==> src/rtl/imem_loader.sv <==
// Byte-stream loader for the instruction memory: sync byte, 16-bit word count, big-endian data words.
// Define IMEM_LOADER_CSUM_EN to append and verify a trailing two's-complement checksum byte.
module imem_loader #(
    parameter int          ADDR_W = 8,
    parameter int          DEPTH  = 256,
    parameter logic [7:0]  SYNC   = 8'hA5
) (
    input  logic              clk,
    input  logic              rst,
    input  logic              in_valid,
    input  logic [7:0]        in_data,
    output logic              in_ready,
    input  logic              reload,
    output logic              imem_we,
    output logic [ADDR_W-1:0] imem_addr,
    output logic [31:0]       imem_wdata,
    output logic              cpu_hold,
    output logic              load_done,
    output logic              err,
    output logic [1:0]        err_code,
    output logic [15:0]       words_loaded
);

    localparam logic [2:0] ST_IDLE   = 3'd0;
    localparam logic [2:0] ST_CNT_HI = 3'd1;
    localparam logic [2:0] ST_CNT_LO = 3'd2;
    localparam logic [2:0] ST_DATA   = 3'd3;
    localparam logic [2:0] ST_CSUM   = 3'd4;
    localparam logic [2:0] ST_DONE   = 3'd5;
    localparam logic [2:0] ST_ERR    = 3'd6;

`ifdef IMEM_LOADER_CSUM_EN
    localparam logic [2:0] ST_END = ST_CSUM;
`else
    localparam logic [2:0] ST_END = ST_DONE;
`endif

    localparam logic [16:0] DEPTH_L = 17'(DEPTH);

    logic [2:0]        state_r;
    logic [2:0]        state_n_s;
    logic [15:0]       count_r;
    logic [15:0]       n_s;
    logic [1:0]        byte_idx_r;
    logic [23:0]       word_r;
    logic              accept_s;
    logic              word_done_s;
    logic [1:0]        err_code_n_s;
    logic              in_ready_r;
    logic              imem_we_r;
    logic [ADDR_W-1:0] imem_addr_r;
    logic [31:0]       imem_wdata_r;
    logic              cpu_hold_r;
    logic              load_done_r;
    logic              err_r;
    logic [1:0]        err_code_r;
    logic [15:0]       words_loaded_r;

`ifdef IMEM_LOADER_CSUM_EN
    logic [7:0]        csum_r;

    function automatic logic [7:0] csum_add(input logic [7:0] acc, input logic [7:0] b);
        return acc + b;
    endfunction
`endif

    assign accept_s = in_valid & in_ready_r;
    assign n_s      = {count_r[15:8], in_data};

    // Next-state, error-code and word-complete decode
    always_comb begin
        state_n_s    = state_r;
        err_code_n_s = err_code_r;
        word_done_s  = 1'b0;
        case (state_r)
            ST_IDLE: begin
                if (accept_s && (in_data == SYNC)) begin
                    state_n_s = ST_CNT_HI;
                end else begin
                    state_n_s = ST_IDLE;
                end
            end
            ST_CNT_HI: begin
                if (accept_s) begin
                    state_n_s = ST_CNT_LO;
                end else begin
                    state_n_s = ST_CNT_HI;
                end
            end
            ST_CNT_LO: begin
                if (!accept_s) begin
                    state_n_s = ST_CNT_LO;
                end else if (n_s == 16'd0) begin
                    state_n_s = ST_END;
                end else if ({1'b0, n_s} > DEPTH_L) begin
                    state_n_s    = ST_ERR;
                    err_code_n_s = 2'b01;
                end else begin
                    state_n_s = ST_DATA;
                end
            end
            ST_DATA: begin
                if (accept_s && (byte_idx_r == 2'd3)) begin
                    word_done_s = 1'b1;
                    if ((words_loaded_r + 16'd1) == count_r) begin
                        state_n_s = ST_END;
                    end else begin
                        state_n_s = ST_DATA;
                    end
                end else begin
                    state_n_s = ST_DATA;
                end
            end
`ifdef IMEM_LOADER_CSUM_EN
            ST_CSUM: begin
                if (!accept_s) begin
                    state_n_s = ST_CSUM;
                end else if (csum_add(csum_r, in_data) == 8'd0) begin
                    state_n_s = ST_DONE;
                end else begin
                    state_n_s    = ST_ERR;
                    err_code_n_s = 2'b10;
                end
            end
`endif
            ST_DONE, ST_ERR: begin
                if (reload) begin
                    state_n_s    = ST_IDLE;
                    err_code_n_s = 2'b00;
                end else begin
                    state_n_s = state_r;
                end
            end
            default: begin
                state_n_s    = ST_IDLE;
                err_code_n_s = 2'b00;
            end
        endcase
    end

    // State, datapath and registered outputs (status flags follow the next state)
    always_ff @(posedge clk or posedge rst) begin
        if (rst) begin
            state_r        <= ST_IDLE;
            count_r        <= 16'd0;
            byte_idx_r     <= 2'd0;
            word_r         <= 24'd0;
            in_ready_r     <= 1'b1;
            imem_we_r      <= 1'b0;
            imem_addr_r    <= '0;
            imem_wdata_r   <= 32'd0;
            cpu_hold_r     <= 1'b1;
            load_done_r    <= 1'b0;
            err_r          <= 1'b0;
            err_code_r     <= 2'b00;
            words_loaded_r <= 16'd0;
`ifdef IMEM_LOADER_CSUM_EN
            csum_r         <= 8'd0;
`endif
        end else begin
            state_r     <= state_n_s;
            in_ready_r  <= (state_n_s != ST_DONE) && (state_n_s != ST_ERR);
            cpu_hold_r  <= (state_n_s != ST_DONE);
            load_done_r <= (state_n_s == ST_DONE);
            err_r       <= (state_n_s == ST_ERR);
            err_code_r  <= err_code_n_s;
            imem_we_r   <= word_done_s;
            if (accept_s && (state_r == ST_CNT_HI)) begin
                count_r[15:8] <= in_data;
            end
            if (accept_s && (state_r == ST_CNT_LO)) begin
                count_r[7:0]   <= in_data;
                words_loaded_r <= 16'd0;
                byte_idx_r     <= 2'd0;
`ifdef IMEM_LOADER_CSUM_EN
                csum_r         <= 8'd0;
`endif
            end
            if (accept_s && (state_r == ST_DATA)) begin
                byte_idx_r <= byte_idx_r + 2'd1;
`ifdef IMEM_LOADER_CSUM_EN
                csum_r     <= csum_add(csum_r, in_data);
`endif
                case (byte_idx_r)
                    2'd0:    word_r[23:16] <= in_data;
                    2'd1:    word_r[15:8]  <= in_data;
                    2'd2:    word_r[7:0]   <= in_data;
                    default: word_r        <= word_r;
                endcase
            end
            // Word index is the count of words already written in this frame
            if (word_done_s) begin
                imem_addr_r    <= words_loaded_r[ADDR_W-1:0];
                imem_wdata_r   <= {word_r, in_data};
                words_loaded_r <= words_loaded_r + 16'd1;
            end
        end
    end

    assign in_ready     = in_ready_r;
    assign imem_we      = imem_we_r;
    assign imem_addr    = imem_addr_r;
    assign imem_wdata   = imem_wdata_r;
    assign cpu_hold     = cpu_hold_r;
    assign load_done    = load_done_r;
    assign err          = err_r;
    assign err_code     = err_code_r;
    assign words_loaded = words_loaded_r;

endmodule

==> config.mk <==
export PLATFORM = sky130hd
export DESIGN_NAME = imem_loader
export DESIGN_NICKNAME = d
export VERILOG_FILES = /design/src/rtl/imem_loader.sv
export SDC_FILE = /design/constraint.sdc
export NUM_CORES = 1
export LEC_CHECK = 0
export BUFFER_PORTS_ARGS = -buffer_cell sky130_fd_sc_hd__buf_2
export CAP_MARGIN = 20
export CORE_UTILIZATION = 40
export CTS_BUF_LIST = sky130_fd_sc_hd__clkbuf_4 sky130_fd_sc_hd__clkbuf_8
export DETAILED_ROUTE_END_ITERATION = 7
export PLACE_DENSITY_LB_ADDON = 0.3
export SLEW_MARGIN = 15
export SYNTH_ARGS = -nofsm -noshare
export SYNTH_HDL_FRONTEND = slang
export SYNTH_SLANG_ARGS = --single-unit
==> constraint.sdc <==
create_clock -name clk -period 3.75 [get_ports clk]
set_clock_uncertainty 0.2 [all_clocks]
set_input_delay 0.75 -clock clk [delete_from_list [all_inputs] [get_ports clk]]
set_output_delay 0.75 -clock clk [all_outputs]
set_load 0.02 [all_outputs]
After elaboration in Yosys (flattened, before gate mapping)
Index checks and enable logic that the tools add are counted.
- register bits after elaboration: 108
- bits of input ports: 12
- logic and storage cells: 76
- output and inout port bits: 63
- reductions and logical operators: 17
- equality and inequality tests: 18
- magnitude comparators: 1
- bitwise operators: 2
- muxes and demuxes: 20
- add/subtract/negate cells: 2
- operators with widths (cell ; count):
    $mux W16 ; 2
    $mux W3 ; 6
    $add A16 B1 Y16 const B ; 1
    $eq A16 B16 Y1 ; 1
    $gt A16 B9 Y1 const B ; 1
    $logic_not A16 Y1 ; 1
    $pmux W3 S5 ; 1
    $mux W2 ; 7
    $eq A3 B3 Y1 const B ; 4
    $eq A8 B8 Y1 const B ; 1
    $ne A2 B2 Y1 const B ; 4
    $eq A3 B2 Y1 const B ; 2
    $logic_and A1 B1 Y1 ; 6
    $ne A3 B3 Y1 const B ; 2
    $pmux W2 S3 ; 1
    $reduce_and A2 Y1 ; 3
    $reduce_and A5 Y1 ; 1
    $eq A2 B2 Y1 const B ; 2
    $reduce_bool A2 Y1 ; 2
    $eq A3 B1 Y1 const B ; 1
    $logic_not A3 Y1 ; 1
    $mux W1 ; 3
    $reduce_or A3 Y1 ; 1
    $add A2 B1 Y2 const B ; 1
    other kinds (5) ; 5

Logic depth before layout (Yosys ltp)
- word-level depth: 7
- depth in mapped cells: 9
- mapped depth without buffers: 8

Worst setup path before layout
No wires, ideal clock.
- kind: flip-flop to flip-flop
- from: reg words_loaded_r[0] (netlist: words_loaded[0])
- to: reg load_done_r (netlist: load_done)
- data required time: 3.484 ns
- library setup time: 0.066 ns
- buffers on the path: 0
- arrival: 2.320 ns
- clock period less this slack: 2.586 ns
- setup slack: 1.164 ns
- cell stages (with the launch flop): 9
- cells stage by stage: dfrtp_1 ha_1 nand3_2 nor3_1 mux2i_1 and4_1 nand4_2 o31ai_4 and2_1
- word-level cells in the longest chain between the ends: 6
- ends and longest elaborated chain (what ; line ; RTL):
    start: declaration ; 57 ; logic [15:0] words_loaded_r;
    start signal: assignment ; 195 ; words_loaded_r <= words_loaded_r + 16'd1;
    $add A16 B1 Y16 ; 105 ; if ((words_loaded_r + 16'd1) == count_r) begin
    $eq A16 B16 Y1 ; 105 ;
    $mux W3 ; 105 ;
    $mux W3 ; 103 ; if (accept_s && (byte_idx_r == 2'd3)) begin
    $pmux W3 S5 ; 75 ; case (state_r)
    named net state_n_s[2] ; 41 ; logic [2:0] state_n_s;
    $eq A3 B3 Y1 ; 164 ; load_done_r <= (state_n_s == ST_DONE);
    end signal: assignment ; 164 ;
    end: declaration ; 54 ; logic load_done_r;
The timed path passes the listed nets, and every way through them passes these cells.
A chain may end at the register's enable or synchronous reset.

Worst setup path in the final report
Ends and elaborated chain as after synthesis.

==> impl_metrics.tcl <==
set metrics [dict create \
    ioPinCount 75 \
    clk_path_buf_depth 2 \
    die_w_um 112 \
    ys_warn_count 0 \
    globalplace.congestion 0.819 \
    grt_max_degree 79 \
    post-cts-setup-buffers 0 \
    finalCritPeriodShare 0.775 \
    max_slew_margin 0.441 \
    synth-main-ff-cell "dfrtp_1" \
    first_iter_violations 200 \
    crit_buf_inv 0 \
    antenna_found_initial 0 \
    worst_pin_slew_ps 836 \
    final_nets 582 \
    crit_chain "ha_1, nand3_2, nor3_1, mux2i_1, and4_1, nand4_2, o31ai_4, and2_1" \
    ys_seq_area_frac 0.551 \
    worst_path_largest_cell_delay_ps 570 \
    max_freq_mhz 344 \
    grt_pass1_vias 3626 \
    r2r-start "words_loaded[0]$_DFFE_PP0P_" \
    vias_per_cell 5.19 \
    cts-root-buf "clkbuf_8" \
    arrival_ps 3030 \
    reg2reg_depth 8 \
    cpMaxStageDelayCell "dfrtp_1" \
    syn_avg_cell_area_um2 9.84 \
    r2r_end "load_done$_DFF_PP0_" \
    synthesis.nets 511 \
    rows 39 \
    cts_tree "yes" \
    fin_area_um2 5580 \
    drt_wl_total_mm 11.0 \
    max-vdd-ir-drop_v 0.000259 \
    grt_first_pass_wirelength_mm 18.5 \
    drt_pre_antenna_iters 7 \
    synth_cells 494 \
    cp-end-kind "flop" \
    synth_edf_count 0 \
    io_buffers 73 \
    path_class "reg2reg" \
    hold_viol_final 0 \
    cts_sinks 107 \
    leakage_uw 0.00293 \
    place_area_um2 5390 \
    synthTopCellsByArea "dfrtp_1 (54%), nand2_1 (13%), mux2_2 (7.4%), o21ai_0 (3.6%), xnor2_1 (2.9%)" \
    n_antenna_cell 0 \
    yosysMostFrequentCell "nand2_1" \
    path_clk_slew_ps 110 \
    crit_fanout 8 \
    crit_required_ps 3870 \
    grt_overflow_total 0 \
    outcome "finished with violations" \
    rsz0062_at_grt "false" \
    drtAntennaViolNets 0 \
    synth_seq_cells 107 \
    startpoint "words_loaded[0]$_DFFE_PP0P_" \
    area_growth_pct 14.8 \
    yosysTopAreaCell "dfrtp_1" \
    drv_cap 0 \
    die_h_um 112 \
    tritoncts.num_buffers 9 \
    hold_class "in2async" \
    critPathTopFamily "simple AND/OR/NAND/NOR gates" \
    period_minus_slack_ps 2910 \
    routedWlPerCell_um 15.5 \
    synth_cell_type_count 46 \
    synth_common_cells "nand2_1 (163), dfrtp_1 (105), o21ai_0 (35)" \
    powerDensity_nw_per_um2 503 \
    htreeDepth 3 \
    drive_above_1_share 0.249 \
    cts_resized 0 \
    cp-endpoint "load_done$_DFF_PP0_" \
    async_flop_share 1.00 \
    fp.coreArea_um2 11600 \
    dpl.hpwl_mm 7.49 \
    clk_latency_ps 380 \
    cp.depth 8 \
    syn_area_um2 4860 \
    power_uw 2810 \
    die-area_um2 12600 \
    start_util 0.419 \
    setup_viol 0 \
    vias 3700 \
    yosys.area.top_type_share 0.540 \
    failed_checks "design-rule violations" \
    tns_ps 0 \
    slew_viol_final 0 \
    cts_hold_buf 0 \
    track_usage 0.187 \
    drc 6 \
    critPathLaunchType "flop" \
    rrSetupSlack_ps 840 \
]
-- cells by family after synthesis --
logic type               count (synthesis)  share of synthesized area
AO/OA/AOI/OAI                           58                     0.0682
XOR/XNOR                                26                     0.0468
adder cells (fa/ha/maj)                  5                     0.0129
buffers and inverters                   29                     0.0244
flip-flops                             107                      0.551
multiplexers                            33                     0.0762
other                                    1                   0.000771
AND/OR/NAND/NOR                        235                      0.220
-- power by group --
group / internal (µW) / leakage (µW) / switching (µW)
registers: 1340 / 0.00145 / 162
logic: 279 / 0.00137 / 337
clock network: 274 / 0.000102 / 421
-- how the worst min path moves through the flow --
stage / startpoint / endpoint / slack (ps) / cells past startpoint
2_1_floorplan: word_r[2]$_DFFE_PP0P_ / imem_wdata[10]$_DFFE_PP0P_ / 230 / 2
3_3_place_gp: word_r[16]$_DFFE_PP0P_ / imem_wdata[24]$_DFFE_PP0P_ / 240 / 2
3_5_place_dp: word_r[17]$_DFFE_PP0P_ / imem_wdata[25]$_DFFE_PP0P_ / 250 / 2
4_1_cts: rst / imem_addr[4]$_DFFE_PP0P_ / 280 / 2
5_1_grt: rst / words_loaded[1]$_DFFE_PP0P_ / 290 / 2
6_report: rst / words_loaded[4]$_DFFE_PP0P_ / 260 / 2
-- cells in the final DEF (no fill, tap or decap), types with 2 or more instances in the layout --
cell      count
mux2_2       32
nand2b_1      3
nand4_1       7
o21ai_0      35
buf_4         4
clkbuf_8     10
dfstp_2       2
a31oi_1       5
nand3_2       2
buf_2        73
clkinv_4      2
inv_1         9
o31ai_1       3
nor3_1        5
xnor2_1      16
nor2_1       26
nand3_1       7
ha_1          5
nor4_1        4
or3_1         2
dfrtp_1     105
nor3b_1       2
xor2_1       10
nand2_1     162
a21oi_1      11
nor4_2        2
-- sequential cells by signal, summed over array words and instances (netlist names), 2 cells and up --
name	cells
byte_idx_r	2
count_r	16
imem_addr	8
imem_wdata	32
state_r	3
word_r	24
words_loaded	16
-- cell type report --
class | count | area, µm²
clock buffers | 10 | 138
clock inverters | 6 | 58.8
fillers | 1112 | 6030
inverters | 11 | 45.0
multi-input cells | 358 | 2070
flip-flops and latches | 107 | 2680
well taps | 143 | 179
repair buffers | 78 | 415
-- worst reg2reg max path, delay by kind of cell, from the launching register on --
family          cells  cell delay [ps]
compound gates      1              340
fa+ha+maj           1              310
flops               1              570
mux                 1              230
simple gates        5             1210
-- routing by layer --
layer | global-route usage | vias up | routed length, µm
li1 | - | 1786 | -
met1 | 0.254 | 1824 | 5060
met2 | 0.301 | 81 | 5300
met3 | 0.0416 | 9 | 540
met4 | 0.0533 | 0 | 124
met5 | 0 | - | 0
-- per-stage QoR --
stage	utilization	setup WS, ps	instances	hold slack, ps
2_1_floorplan	-	1160	494	233
3_3_place_gp	0.464	909	697	245
3_5_place_dp	0.464	805	697	254
4_1_cts	0.481	830	713	277
5_1_grt	0.481	548	713	291
6_report	0.481	842	713	256
Note: power is estimated with default switching activity, not from simulation.
